<file path="config.mk">
export PLATFORM = sky130hd
export DESIGN_NAME = fetch_stage
export DESIGN_NICKNAME = d
export VERILOG_FILES = /design/src/rtl/fetch_stage.sv
export SDC_FILE = /design/constraint.sdc
export NUM_CORES = 1
export LEC_CHECK = 0
export ABC_AREA = 1
export BUFFER_PORTS_ARGS = -buffer_cell sky130_fd_sc_hd__buf_4
export CAP_MARGIN = 20
export CORE_MARGIN = 1
export CORE_UTILIZATION = 35
export CTS_CLUSTER_SIZE = 10
export DETAILED_ROUTE_END_ITERATION = 7
export SKIP_CTS_REPAIR_TIMING = 1
export SLEW_MARGIN = 20
export SYNTH_ARGS = -nofsm -noshare
export SYNTH_HDL_FRONTEND = slang
export SYNTH_SLANG_ARGS = --single-unit
</file>
<file path="constraint.sdc">
create_clock -name clk -period 1.5 [get_ports clk]
set_clock_uncertainty 0.05 [all_clocks]
set_input_delay 0.3 -clock clk [delete_from_list [all_inputs] [get_ports clk]]
set_output_delay 0.3 -clock clk [all_outputs]
set_load 0.01 [all_outputs]
</file>
<file path="src/rtl/fetch_stage.sv">
// Instruction-fetch stage: owns the PC, captures the instruction word into the IF/ID register.
// Optional build macro FETCH_MISALIGN_TRAP_EN: misaligned redirects halt fetch and raise misalign_err.
module fetch_stage #(
    parameter int                    PC_WIDTH          = 32,
    parameter int                    INSTRUCTION_WIDTH = 32,
    parameter logic [PC_WIDTH-1:0]   RESET_PC          = '0
) (
    input  logic                         clk,
    input  logic                         rstN,
    output logic [PC_WIDTH-1:0]          pc_out,
    input  logic [INSTRUCTION_WIDTH-1:0] instr_in,
    input  logic                         redirect_valid,
    input  logic [PC_WIDTH-1:0]          redirect_pc,
    input  logic                         id_ready,
    output logic                         id_valid,
    output logic [INSTRUCTION_WIDTH-1:0] id_instr,
    output logic [PC_WIDTH-1:0]          id_pc,
    output logic [PC_WIDTH-1:0]          id_pc_plus4,
    output logic                         halted,
    output logic                         misalign_err
);

    // state      | meaning
    // ST_RUN     | fetching; IF/ID loads whenever it is empty or being consumed
    // ST_HALTED  | ebreak captured (or misaligned redirect trapped); PC frozen, no captures
    typedef enum logic {
        ST_RUN    = 1'b0,
        ST_HALTED = 1'b1
    } state_e;

    localparam logic [INSTRUCTION_WIDTH-1:0] EBREAK     = INSTRUCTION_WIDTH'(32'h0010_0073);
    localparam logic [PC_WIDTH-1:0]          PC_STEP    = PC_WIDTH'(4);
    localparam logic [PC_WIDTH-1:0]          ALIGN_MASK = ~PC_WIDTH'(3);

    state_e                         state_q, state_d;
    logic [PC_WIDTH-1:0]            pc_q, pc_d;
    logic                           id_valid_q, id_valid_d;
    logic [INSTRUCTION_WIDTH-1:0]   id_instr_q, id_instr_d;
    logic [PC_WIDTH-1:0]            id_pc_q, id_pc_d;
    logic [PC_WIDTH-1:0]            id_pc_plus4_q, id_pc_plus4_d;
    logic                           advance;
    logic [PC_WIDTH-1:0]            pc_plus4;

`ifdef FETCH_MISALIGN_TRAP_EN
    logic                           misalign_err_q, misalign_err_d;
`endif

    always_comb begin
        state_d       = state_q;
        pc_d          = pc_q;
        id_valid_d    = id_valid_q;
        id_instr_d    = id_instr_q;
        id_pc_d       = id_pc_q;
        id_pc_plus4_d = id_pc_plus4_q;
`ifdef FETCH_MISALIGN_TRAP_EN
        misalign_err_d = 1'b0;
`endif
        advance  = (state_q == ST_RUN) && (!id_valid_q || id_ready);
        pc_plus4 = pc_q + PC_STEP;

        if (redirect_valid) begin
            // a redirect always flushes, whatever the handshake is doing
            id_valid_d = 1'b0;
`ifdef FETCH_MISALIGN_TRAP_EN
            if (redirect_pc[1:0] != 2'b00) begin
                state_d        = ST_HALTED;
                misalign_err_d = 1'b1;
            end else begin
                pc_d    = redirect_pc;
                state_d = ST_RUN;
            end
`else
            pc_d    = redirect_pc & ALIGN_MASK;
            state_d = ST_RUN;
`endif
        end else if (advance) begin
            id_valid_d    = 1'b1;
            id_instr_d    = instr_in;
            id_pc_d       = pc_q;
            id_pc_plus4_d = pc_plus4;
            pc_d          = pc_plus4;
            if (instr_in == EBREAK) begin
                state_d = ST_HALTED;
            end
        end else if ((state_q == ST_HALTED) && id_ready) begin
            id_valid_d = 1'b0;
        end
    end

    always_ff @(posedge clk or negedge rstN) begin
        if (!rstN) begin
            state_q       <= ST_RUN;
            pc_q          <= RESET_PC;
            id_valid_q    <= 1'b0;
            id_instr_q    <= '0;
            id_pc_q       <= '0;
            id_pc_plus4_q <= PC_STEP;
        end else begin
            state_q       <= state_d;
            pc_q          <= pc_d;
            id_valid_q    <= id_valid_d;
            id_instr_q    <= id_instr_d;
            id_pc_q       <= id_pc_d;
            id_pc_plus4_q <= id_pc_plus4_d;
        end
    end

`ifdef FETCH_MISALIGN_TRAP_EN
    always_ff @(posedge clk or negedge rstN) begin
        if (!rstN) begin
            misalign_err_q <= 1'b0;
        end else begin
            misalign_err_q <= misalign_err_d;
        end
    end

    assign misalign_err = misalign_err_q;
`else
    assign misalign_err = 1'b0;
`endif

    assign pc_out      = pc_q;
    assign id_valid    = id_valid_q;
    assign id_instr    = id_instr_q;
    assign id_pc       = id_pc_q;
    assign id_pc_plus4 = id_pc_plus4_q;
    assign halted      = (state_q == ST_HALTED);

endmodule

</file>
---- Word level (Yosys, flattened, before mapping) ----
Cells that the tools add are included.
operators by class
  $add $sub $neg .......................... 1
  eq/ne operators ......................... 1
  muxes and demuxes ....................... 8
  bitwise operators ....................... 2
  reductions and logical operators ........ 9
operators with widths
  cell                                             count
  2-to-1 mux 32 bit                                2
  adder 32 x 3 -> 32 bit, second input constant    1
  == test 32 x 21 -> 1 bit, second input constant  1
  2-to-1 mux 1 bit                                 6
  AND reduction 2 bit                              2
  nonzero test 2 bit                               2
  nonzero test 3 bit                               1
  logical AND 1 bit                                2
  NOT 1 bit                                        2
  zero test 1 bit                                  1
  logical OR 1 bit                                 1
word-level totals
  register bits ........................... 130
  input bits .............................. 68
  output and inout bits ................... 131
  logic and storage cells ................. 27

---- Logic depth before layout (Yosys ltp) ----
Gate-level depths: netlist of run 1.
  word-level depth ........................ 5
  mapped depth ............................ 9
  depth with buffers taken out ............ 9

---- Least setup slack after synthesis of run 1 ----
Ideal clock, no wire load.
  path kind ............................... reg2reg
  from .................................... register pc_q[3] (netlist: pc_out[3])
  to ...................................... register id_pc_plus4_q[22] (netlist: id_pc_plus4[22])
  setup time .............................. 0.117 ns
  arrival ................................. 1.332 ns
  required time ........................... 1.333 ns
  slack ................................... 0.000 ns
  cell stages (with the launch flop) ...... 9
  buffers on the path ..................... 0
  period minus slack after synthesis ...... 1.500 ns
  path through ............................ dfrtp_1 -> ha_1 -> nand2_2 -> nor2_4 -> nand2_4 -> nor2_4 -> nand3_1 -> nand3_2 -> nand2_1
on the way
  cells in the longest elaborated chain, start to end .. 1
ends and longest elaborated chain
  element                 RTL line  RTL
  from (decl)             36        logic [PC_WIDTH-1:0] pc_q, pc_d;
  from (signal assigned)  100       pc_q <= pc_d;
  adder 32 x 3 -> 32 bit  59        pc_plus4 = pc_q + PC_STEP;
  to (signal assigned)    104       id_pc_plus4_q <= id_pc_plus4_d;
  to (decl)               40        logic [PC_WIDTH-1:0] id_pc_plus4_q, id_pc_plus4_d;
Every way passes these cells.
A chain may end at the register's enable or synchronous reset.

---- Final worst setup path of run 1 ----
  from .................................... register pc_q[2] (netlist: pc_out[2])
  to ...................................... register id_pc_plus4_q[20] (netlist: id_pc_plus4[20])
The elaborated chain is that of the path after synthesis.

==> results of run 1 <==
-- metrics by stage --
| stage | area (um2) | setup TNS [ps] | hold WS [ps] | instances | utilization, % |
|---|---|---|---|---|---|
| after floorplan | 5750 | 0 | -45.6 | 734 | - |
| after global placement | 7720 | -107 | 86.4 | 1159 | 48.4 |
| after detailed placement | 7720 | -510 | 86.3 | 1159 | 48.4 |
| after CTS | 8360 | -729 | -369 | 1191 | 52.4 |
| after global routing | 8650 | -4120 | 16.4 | 1201 | 54.3 |
| final | 8650 | -985 | 28.7 | 1201 | 54.3 |
-- worst min-delay path by stage --
stage / from / endpoint / cells past startpoint
finish: instr_in[20] / id_instr[20] / 3
global route: instr_in[29] / id_instr[29] / 3
CTS: rstN / id_instr[14] / 1
detailed placement: rstN / id_instr[14] / 1
global placement: rstN / id_instr[13] / 1
floorplan: rstN / halted / 0
-- sequential cells by signal, summed over array words and instances, names as in the netlist --
| register | cells |
|---|---|
| halted | 1 |
| id_instr | 32 |
| pc_out | 30 |
| id_pc | 30 |
| id_valid | 1 |
| id_pc_plus4 | 30 |
-- final cells by class --
cell class                 count  area [um2]
clock buffer                  22         474
tap                          216         270
fill                        1563        7290
multi-input combinational    521        2370
inverter                      58         218
sequential                   124        3110
clock inverter                10         163
timing repair buffer         250        2050
-- cell families after synthesis --
| kind of cell | share of synthesized area [%] |
|---|---|
| buf+inv | 6.93 |
| fa+ha+maj | 0.219 |
| xor+xnor | 0.459 |
| compound gates | 5.62 |
| simple gates | 32.5 |
| other cells | 0.0655 |
| flops | 54.2 |
-- report_power, final --
group | switching [W] | leakage, nW | internal [W]
logic | 0.00115 | 2.70 | 0.00113
clock network | 0.00151 | 0.306 | 0.00291
registers | 0.000322 | 1.53 | 0.00379
-- synthesized netlist by cell type, drive strengths merged --
cell	count
xor2	2
buf	22
ha	1
a21oi	3
dfstp	1
dfrtp	123
o21a	1
nand2	333
o211ai	3
o21ai	54
nand3	54
xnor2	1
and2	2
o22ai	1
or2	2
nor2	55
conb	1
nand4	2
inv	58
clkbuf	9
-- critical path: stages (launching register included) --
cell and delay, ps:
dfrtp_1 370, ha_2 190, nand2_2 80, nor2_4 180
nand2_4 120, nor2_4 210, nand3_1 120, nand3_2 100
nand2_1 60
-- routing by layer --
metal  vias to the layer above  GRT usage [%]
li1                       2747              -
met1                      2557           29.5
met2                       118           34.4
met3                        20           4.63
met4                         0           7.87
met5                         -              0
==> results by group, run 1 <==
Timing
  – Pins Over Slew Limit: 0
  – Tmin final: 1590 ps
  – Final hold vios: 0
  – Setup-failing EPs final: 24
  – Final worst slack: -90.4 ps
  – Fmax: 629 MHz
  – Unrepaired setup endpoints after global routing: yes
  – Post-route clock period utilization: 106%

CTS
  – CTS root buf: clkbuf_16
  – Clock Path Buffers: 2
  – Clock Sinks: 124
  – # H-tree levels: 4
  – CTS clock-pin slew for the worst setup and hold paths: 60 ps
  – Clk_lat worst skew: 420 ps
  – CTS tree: done
  – TritonCTS buffer count: 17

Yosys
  – Top cells by area, synth: dfrtp_1 54%, nand2_1 21%, o21ai_0 4.6%
  – Count of different cell masters after synthesis: 29
  – Area fraction of the dominant cell type after synthesis: 53.8%
  – Synthesized flop and latch total: 124
  – Register area share after synthesis: 54.2%
  – Yosys Warn Count: 0
  – Synth area leader: dfrtp_1
  – Syn Area/Cell: 7.86 um2
  – Area of the mapped netlist: 5720 um2
  – Synth Instances: 728

Setup path
  – Launch point of the worst reg-to-reg path: pc_out[2]
  – Crit. End Element: register
  – Crit path DAT: 1850 ps
  – Largest fanout on the critical path: 6
  – WS Path Type: reg2reg
  – R2R setup slack: -90 ps
  – Worst setup SP type: register
  – Required @ worst endpoint: 1760 ps
  – Worst R2R Path Depth: 8
  – Reg2reg end: id_pc_plus4[20]
  – Worst setup path startpoint: pc_out[2]
  – CP endpoint: id_pc_plus4[20]

Finish
  – Layout cells sized above 1: 33.6%
  – Most frequent cells in the layout: 319 x nand2_1, 217 x buf_4, 120 x dfrtp_1, 55 x inv_1, 49 x o21ai_0
  – Area growth syn-to-layout: 51.1%
  – Nets: 1041
  – Commonest non-fill, non-tap cell in the layout: nand2_1
  – N_diodes: 0

Placement
  – Post-DP HPWL: 12800 um
  – Port Buf Inserts: 189
  – Final Wtd Congestion: 0.880
  – Pre-CTS setup slack: -57.0 ps

Floorplanning
  – Core footprint: 15900 um2
  – Initial Util: 35.9%
  – Die area: 16900 um2
  – Ports: 199
  – Die width: 130 um
  – Die Y: 130 um
  – # rows: 46

Routing
  – Metal3 WL: 684 um
  – Metal1 wirelength: 8090 um
  – Drt first pass iters: 5
  – ANT nets after route: 0
  – Drt via density: 4.53
  – Routed wl met2: 8430 um
  – Drc violations: 0
  – Final WL: 17500 um
  – Total number of vias: 5442
  – DRT iter0 DRCs: 246
  – DR WL/cell: 14.6 um
  – Highest metal used: met4

Power
  – Leakage: 4.54 nW
  – PwrDens: 1250 nW/um2
  – Total power: 0.0108 W
  – Peak supply drop: 841 uV

Status
  – Violated checks: setup timing
  – Status: complete, but fails checks

GRT
  – Pin count of the biggest net entering global routing: 47
  – First-pass GRT wire length: 27400 um
  – GRT Util Overall: 21.8%
  – Vias in the first global route: 5218
  – Initial antenna violation count: 0
  – Total gr overflow: 0

Job
  – Max-cap viol count: 0

Worst hold path
  – Hold Crit Class: in2reg
Power figures use the tool's default switching activity.
==> run 2, diff against run 1 <==
--- a/config.mk
+++ b/config.mk
@@ -5,7 +5,6 @@
 export SDC_FILE = /design/constraint.sdc
 export NUM_CORES = 1
 export LEC_CHECK = 0
-export ABC_AREA = 1
 export BUFFER_PORTS_ARGS = -buffer_cell sky130_fd_sc_hd__buf_4
 export CAP_MARGIN = 20
 export CORE_MARGIN = 1
==> run 2 against run 1 <==
Compared with the run above: the run still ends with setup timing left; cell area rose by 18%; global-route usage fell by 1.1 points; critical path depth fell by 1; combinational power rose by 24%; final cell count fell by 3.5%; die area rose by 0.82%; routed wire length rose by 22%; maximum frequency fell by 9.2%; sequential power rose by 1%; largest power group is now sequential cells; highest routed layer unchanged.
==> results by group, run 2 <==
Finish
  – Commonest non-fill, non-tap cell in the layout: buf_4 (was nand2_1)
  – Layout cells sized above 1: 56.9% (was 33.6%)
  – Multi-input gate area: 3410 um2 (was 2370 um2)
  – Area growth syn-to-layout: 77.1% (was 51.1%)
  – Layout fillers: 1292 (was 1563)
  – Max reg flops: 32 (unchanged)
  – Most frequent cells in the layout: 244 x buf_4, 124 x nand2_1, 118 x dfrtp_1, 86 x nand2_2, 53 x nand2_4 (was 319 x nand2_1, 217 x buf_4, 120 x dfrtp_1, 55 x inv_1, 49 x o21ai_0)
  – N_diodes: 0 (unchanged)
  – Nets: 1001 (was 1041)
  – FF/Latch Area: 3110 um2 (about the same)

CTS
  – # H-tree levels: 4 (unchanged)
  – CTS clock-pin slew for the worst setup and hold paths: 60 ps (about the same)
  – Clock Path Buffers: 2 (unchanged)
  – CTS tree: done (unchanged)
  – TritonCTS buffer count: 17 (unchanged)
  – Clk_lat worst skew: 410 ps (was 420 ps)
  – CTS root buf: clkbuf_16 (unchanged)
  – Clock Sinks: 124 (unchanged)

Routing
  – Drc violations: 0 (unchanged)
  – DR WL/cell: 18.5 um (was 14.6 um)
  – Final WL: 21400 um (was 17500 um)
  – Drt via density: 4.97 (was 4.53)
  – DRT iter0 DRCs: 247 (was 246)
  – Drt first pass iters: 4 (was 5)
  – Total number of vias: 5765 (was 5442)
  – ANT nets after route: 0 (unchanged)

Power
  – Peak supply drop: 850 uV (was 841 uV)
  – PwrDens: 1080 nW/um2 (was 1250 nW/um2)
  – Leakage: 5.06 nW (was 4.54 nW)

Yosys
  – Post-synth EDFFs: 0 (unchanged)
  – Synthesized flop and latch total: 124 (unchanged)
  – Area of the mapped netlist: 5770 um2 (was 5720 um2)
  – Synth area leader: dfrtp_1 (unchanged)
  – Count leader, synth: nand2_1 (unchanged)
  – Ys async rst share: 100% (unchanged)
  – Prevailing post-synth register cell: dfrtp_1 (unchanged)
  – Area fraction of the dominant cell type after synthesis: 53.3% (was 53.8%)
  – Synth cell count leaders: 264 x nand2_1, 123 x dfrtp_1, 50 x o21ai_0 (was 326 x nand2_1, 123 x dfrtp_1, 55 x inv_1)
  – Top cells by area, synth: dfrtp_1 53%, nand2_1 17%, xor2_1 5.6% (was dfrtp_1 54%, nand2_1 21%, o21ai_0 4.6%)
  – Syn Area/Cell: 8.93 um2 (was 7.86 um2)
  – Register area share after synthesis: 53.8% (was 54.2%)
  – Yosys Warn Count: 0 (unchanged)
  – Synth Instances: 646 (was 728)
  – Count of different cell masters after synthesis: 38 (was 29)

Floorplanning
  – Die Y: 130 um (about the same)
  – Die width: 130 um (about the same)
  – # rows: 46 (unchanged)
  – Core footprint: 16000 um2 (was 15900 um2)
  – Ports: 199 (unchanged)
  – Die area: 17000 um2 (was 16900 um2)
  – Initial Util: 36.1% (was 35.9%)

Setup path
  – Required @ worst endpoint: 1730 ps (was 1760 ps)
  – Crit. End Element: register (unchanged)
  – Worst path max stage delay: 400 ps (was 370 ps)
  – Crit path DAT: 1980 ps (was 1850 ps)
  – Largest fanout on the critical path: 10 (was 6)
  – Crit path max-delay cell type: or3_4 (was dfrtp_1)
  – Worst setup SP type: register (unchanged)
  – WS Path Type: reg2reg (unchanged)
  – Cell Chain, Critical Path: ha_2, nand2_2, or3_4, buf_12, nor4_4, xnor2_1, o21ai_1 (was ha_2, nand2_2, nor2_4, nand2_4, nor2_4, nand3_1, nand3_2, nand2_1)
  – R2R setup slack: -250 ps (was -90 ps)

Timing
  – Hold Slack: 45.7 ps (was 28.7 ps)
  – Setup TNS: -10460 ps (was -985 ps)
  – Fmax: 571 MHz (was 629 MHz)
  – Tmin final: 1750 ps (was 1590 ps)
  – Unrepaired setup endpoints after global routing: yes (unchanged)
  – Setup-failing EPs final: 114 (was 24)
  – Final hold vios: 0 (unchanged)
  – Max_slew headroom: 66.3%
  – Tightest Pin Transition: 501 ps
  – Pins Over Slew Limit: 0 (unchanged)
  – Post-route clock period utilization: 117% (was 106%)
  – Final worst slack: -252 ps (was -90.4 ps)

GRT
  – Initial antenna violation count: 0 (unchanged)
  – GRT Util Overall: 20.7% (was 21.8%)
  – Total gr overflow: 0 (unchanged)
  – First-pass GRT wire length: 26700 um (was 27400 um)
  – Vias in the first global route: 5338 (was 5218)
  – Pin count of the biggest net entering global routing: 62 (was 47)

Placement
  – Final Wtd Congestion: 0.843 (was 0.880)
  – Post-DP HPWL: 12600 um (was 12800 um)
  – Port Buf Inserts: 189 (unchanged)

Worst hold path
  – Hold Crit Class: in2reg (unchanged)

Status
  – Violated checks: setup timing (unchanged)
  – Status: complete, but fails checks (unchanged)

Job
  – Max-cap viol count: 0 (unchanged)
[run 2: power breakdown]
part / leakage [nW] / switching, W / total (W) / internal (W)
sequential: 1.53 / 0.000393 / 0.00417 / 0.00377
clock: 0.281 / 0.00145 / 0.00399 / 0.00254
combinational: 3.25 / 0.00138 / 0.00283 / 0.00145
[run 2: worst paths after layout]
path / start / cells after the start / endpoint
max: pc_out[3] / 7 / pc_out[22]
min: redirect_pc[28] / 3 / pc_out[28]
max reg2reg: pc_out[3] / 7 / pc_out[22]
min reg2reg: id_pc_plus4[2] / 2 / id_pc_plus4[2]
max in group asynchronous: rstN / 3 / pc_out[19]
min in group asynchronous: rstN / 2 / id_pc[26]
[run 2: area by class of cell]
type / count / area share [%]
Clock inverter: 8 / 0.906
Timing Repair Buffer: 309 / 27.9
Sequential cell: 124 / 30.4
Inverter: 2 / 0.0734
Clock buffer: 22 / 4.64
Tap cell: 216 / 2.64
Multi-Input combinational cell: 478 / 33.4
[run 2: kinds of logic after synthesis]
| kind of cell | count (synthesis) | synth area share, % |
|---|---|---|
| other | 1 | 0.0650 |
| AND/OR/NAND/NOR | 350 | 27.5 |
| AO/OA/AOI/OAI | 61 | 5.38 |
| XOR/XNOR | 56 | 8.50 |
| multiplexers | 2 | 0.369 |
| flip-flops | 124 | 53.8 |
| buffers and inverters | 51 | 4.18 |
| adder cells (fa/ha/maj) | 1 | 0.217 |
[run 2: critical path: cells and delay by family, from the launching register on]
kind | cells | cell delay, ps
AND/OR/NAND/NOR | 3 | 610
flip-flops | 1 | 360
adder cells (fa/ha/maj) | 1 | 190
buffers and inverters | 1 | 170
XOR/XNOR | 1 | 150
AO/OA/AOI/OAI | 1 | 80
[run 2: stage by stage]
stage                     instance area (um2)  util (%)  worst slack (ps)  total power [W]  instances
after floorplan                          5940         -              -292          0.00498        652
after global placement                   8010      50.1              -218          0.00622       1086
after detailed placement                 8010      50.1              -271          0.00627       1086
after CTS                                8580      53.6              -284           0.0103       1116
after global routing                    10200      63.9              -329           0.0114       1159
final                                   10200      63.9              -252           0.0110       1159
[run 2: per-layer routing]
layer,up-vias,track usage (%),part of all wire (%)
met5,-,0,0
met4,0,7.51,1.6
met3,23,5.29,6.3
met2,217,34.6,50
met1,2852,25.9,42
li1,2673,-,-
==> run 3, diff against run 2 <==
--- a/config.mk
+++ b/config.mk
@@ -16,3 +16,4 @@
 export SYNTH_ARGS = -nofsm -noshare
 export SYNTH_HDL_FRONTEND = slang
 export SYNTH_SLANG_ARGS = --single-unit
+export TNS_END_PERCENT = 20
==> run 3 against run 2 <==
Compared with the run above: the run still ends with setup timing left; die area is the same; critical path depth grew 1; non-clock buffer count shrank 28; clock power shrank 5.5%; combinational power shrank 19%; worst hold slack lost 14 ps; clock-buffer cell count grew 8; flip-flop and latch count is the same; sequential share of layout area grew 4.3 points; routed wire length shrank 20%; register-to-register slack lost 40 ps; first-iteration DRC count grew 17%; critical endpoint is now pc_out[20]; largest cell class is now flip-flops and latches.
==> results by group, run 3 (same netlist as run 2, synthesis figures left out) <==
Finish
  – N_diodes: 0 (unchanged)
  – Max reg flops: 32 (unchanged)
  – Layout cells sized above 1: 38.3% (was 56.9%)
  – Layout fillers: 1441 (was 1292)
  – Fin cells: 1132 (was 1159)
  – Most frequent cells in the layout: 257 x nand2_1, 250 x buf_4, 121 x dfrtp_1, 44 x o21ai_1, 37 x xor2_1 (was 244 x buf_4, 124 x nand2_1, 118 x dfrtp_1, 86 x nand2_2, 53 x nand2_4)
  – Area growth syn-to-layout: 54.9% (was 77.1%)
  – Nets: 972 (was 1001)
  – Final core occ: 55.9% (was 63.9%)
  – Commonest non-fill, non-tap cell in the layout: nand2_1 (was buf_4)

Power
  – Peak supply drop: 805 uV (was 850 uV)
  – PwrDens: 1130 nW/um2 (was 1080 nW/um2)
  – Leakage: 4.45 nW (was 5.06 nW)

GRT
  – Initial antenna violation count: 0 (unchanged)
  – Total gr overflow: 0 (unchanged)
  – First-pass GRT wire length: 26300 um (was 26700 um)
  – Vias in the first global route: 5245 (was 5338)
  – GRT Util Overall: 20.4% (was 20.7%)
  – Pin count of the biggest net entering global routing: 69 (was 62)

Timing
  – Setup TNS: -6940 ps (was -10460 ps)
  – Pins Over Slew Limit: 0 (unchanged)
  – Fmax: 557 MHz (was 571 MHz)
  – Tmin final: 1790 ps (was 1750 ps)
  – Setup-failing EPs final: 52 (was 114)
  – Final hold vios: 0 (unchanged)
  – Post-route clock period utilization: 120% (was 117%)
  – Unrepaired setup endpoints after global routing: yes (unchanged)
  – Final worst slack: -294 ps (was -252 ps)

CTS
  – Clk_lat worst skew: 420 ps (was 410 ps)
  – Clock Sinks: 124 (unchanged)
  – CTS root buf: clkbuf_16 (unchanged)
  – CTS clock-pin slew for the worst setup and hold paths: 60 ps (about the same)
  – Clock Path Buffers: 2 (unchanged)
  – CTS tree: done (unchanged)
  – TritonCTS buffer count: 17 (unchanged)
  – # H-tree levels: 4 (unchanged)

Floorplanning
  – Die area: 17000 um2 (unchanged)
  – Core footprint: 16000 um2 (unchanged)
  – Ports: 199 (unchanged)
  – Die Y: 130 um (unchanged)
  – Die width: 130 um (unchanged)
  – # rows: 46 (unchanged)
  – Initial Util: 36.1% (unchanged)

Setup path
  – Required @ worst endpoint: 1750 ps (was 1730 ps)
  – Largest fanout on the critical path: 6 (was 10)
  – Crit path DAT: 2040 ps (was 1980 ps)
  – Worst setup SP type: register (unchanged)
  – Launch point of the worst reg-to-reg path: pc_out[3] (unchanged)
  – Worst setup path startpoint: pc_out[3] (unchanged)
  – WS Path Type: reg2reg (unchanged)
  – Crit. End Element: register (unchanged)

Placement
  – # placed instances: 1086 (unchanged)
  – Post-DP HPWL: 12200 um (was 12600 um)
  – Port Buf Inserts: 189 (unchanged)
  – Final Wtd Congestion: 0.805 (was 0.843)

Status
  – Violated checks: setup timing (unchanged)
  – Status: complete, but fails checks (unchanged)

Routing
  – Total number of vias: 5326 (was 5765)
  – Drt via density: 4.70 (was 4.97)
  – Drt first pass iters: 5 (was 4)
  – DR WL/cell: 15.0 um (was 18.5 um)
  – DRT iter0 DRCs: 289 (was 247)
  – Final WL: 17000 um (was 21400 um)
  – Drc violations: 0 (unchanged)
  – ANT nets after route: 0 (unchanged)

Job
  – Max-cap viol count: 0 (unchanged)

Worst hold path
  – Hold Crit Class: in2reg (unchanged)
  – Worst Min Path Start: instr_in[23] (was redirect_pc[28])
[run 3: path summary, 6_finish.rpt]
kind | cells past startpoint | slack [ps] | to
max | 8 | -290 | pc_out[20]
min | 3 | 30 | id_instr[23]
max reg2reg | 8 | -290 | pc_out[20]
min reg2reg | 2 | 420 | id_pc_plus4[2]
max in group asynchronous | 3 | 640 | id_pc_plus4[2]
min in group asynchronous | 3 | 390 | id_pc[16]
[run 3: critical path, stage by stage, from the launching register on]
cell	delay [ps]
dfrtp_1	370
buf_6	120
ha_4	130
nand2_2	60
or3_4	390
buf_12	170
nor4_4	150
xnor2_1	150
o21ai_1	70
[run 3: metrics by stage]
stage / total power, W / hold slack (ps) / area, um2 / setup slack, ps
CTS: 0.0101 / -155 / 8580 / -280
global route: 0.0106 / 22.4 / 8940 / -371
finish: 0.0101 / 32.1 / 8940 / -294
detailed placement: 0.00628 / 286 / 8040 / -268
global placement: 0.00623 / 285 / 8040 / -226
floorplan: 0.00496 / -45.6 / 5890 / -292
[run 3: final cells by class]
type	count	area, um2	area share [%]
Tap cell	216	270	3.02
Timing Repair Buffer	281	2310	25.9
Sequential cell	124	3110	34.7
Inverter	2	7.51	0.0840
Clock inverter	2	10.0	0.112
Clock buffer	30	534	5.97
Multi-Input combinational cell	477	2700	30.2
[run 3: report_power, final]
part	switching [W]	leakage (nW)	total, W	internal [W]
clock	0.00140	0.269	0.00377	0.00237
combinational	0.00113	2.65	0.00228	0.00115
sequential	0.000274	1.53	0.00405	0.00377
total	0.00280	4.45	0.0101	0.00729
[run 3: layer usage]
layer  routed length, um  global-route usage (%)  part of all wire [%]
met1                7290                    25.8                    43
met4                 335                    7.64                   2.0
met5                   0                       0                     0
met3                 786                    4.48                   4.6
met2                8610                    34.3                    51
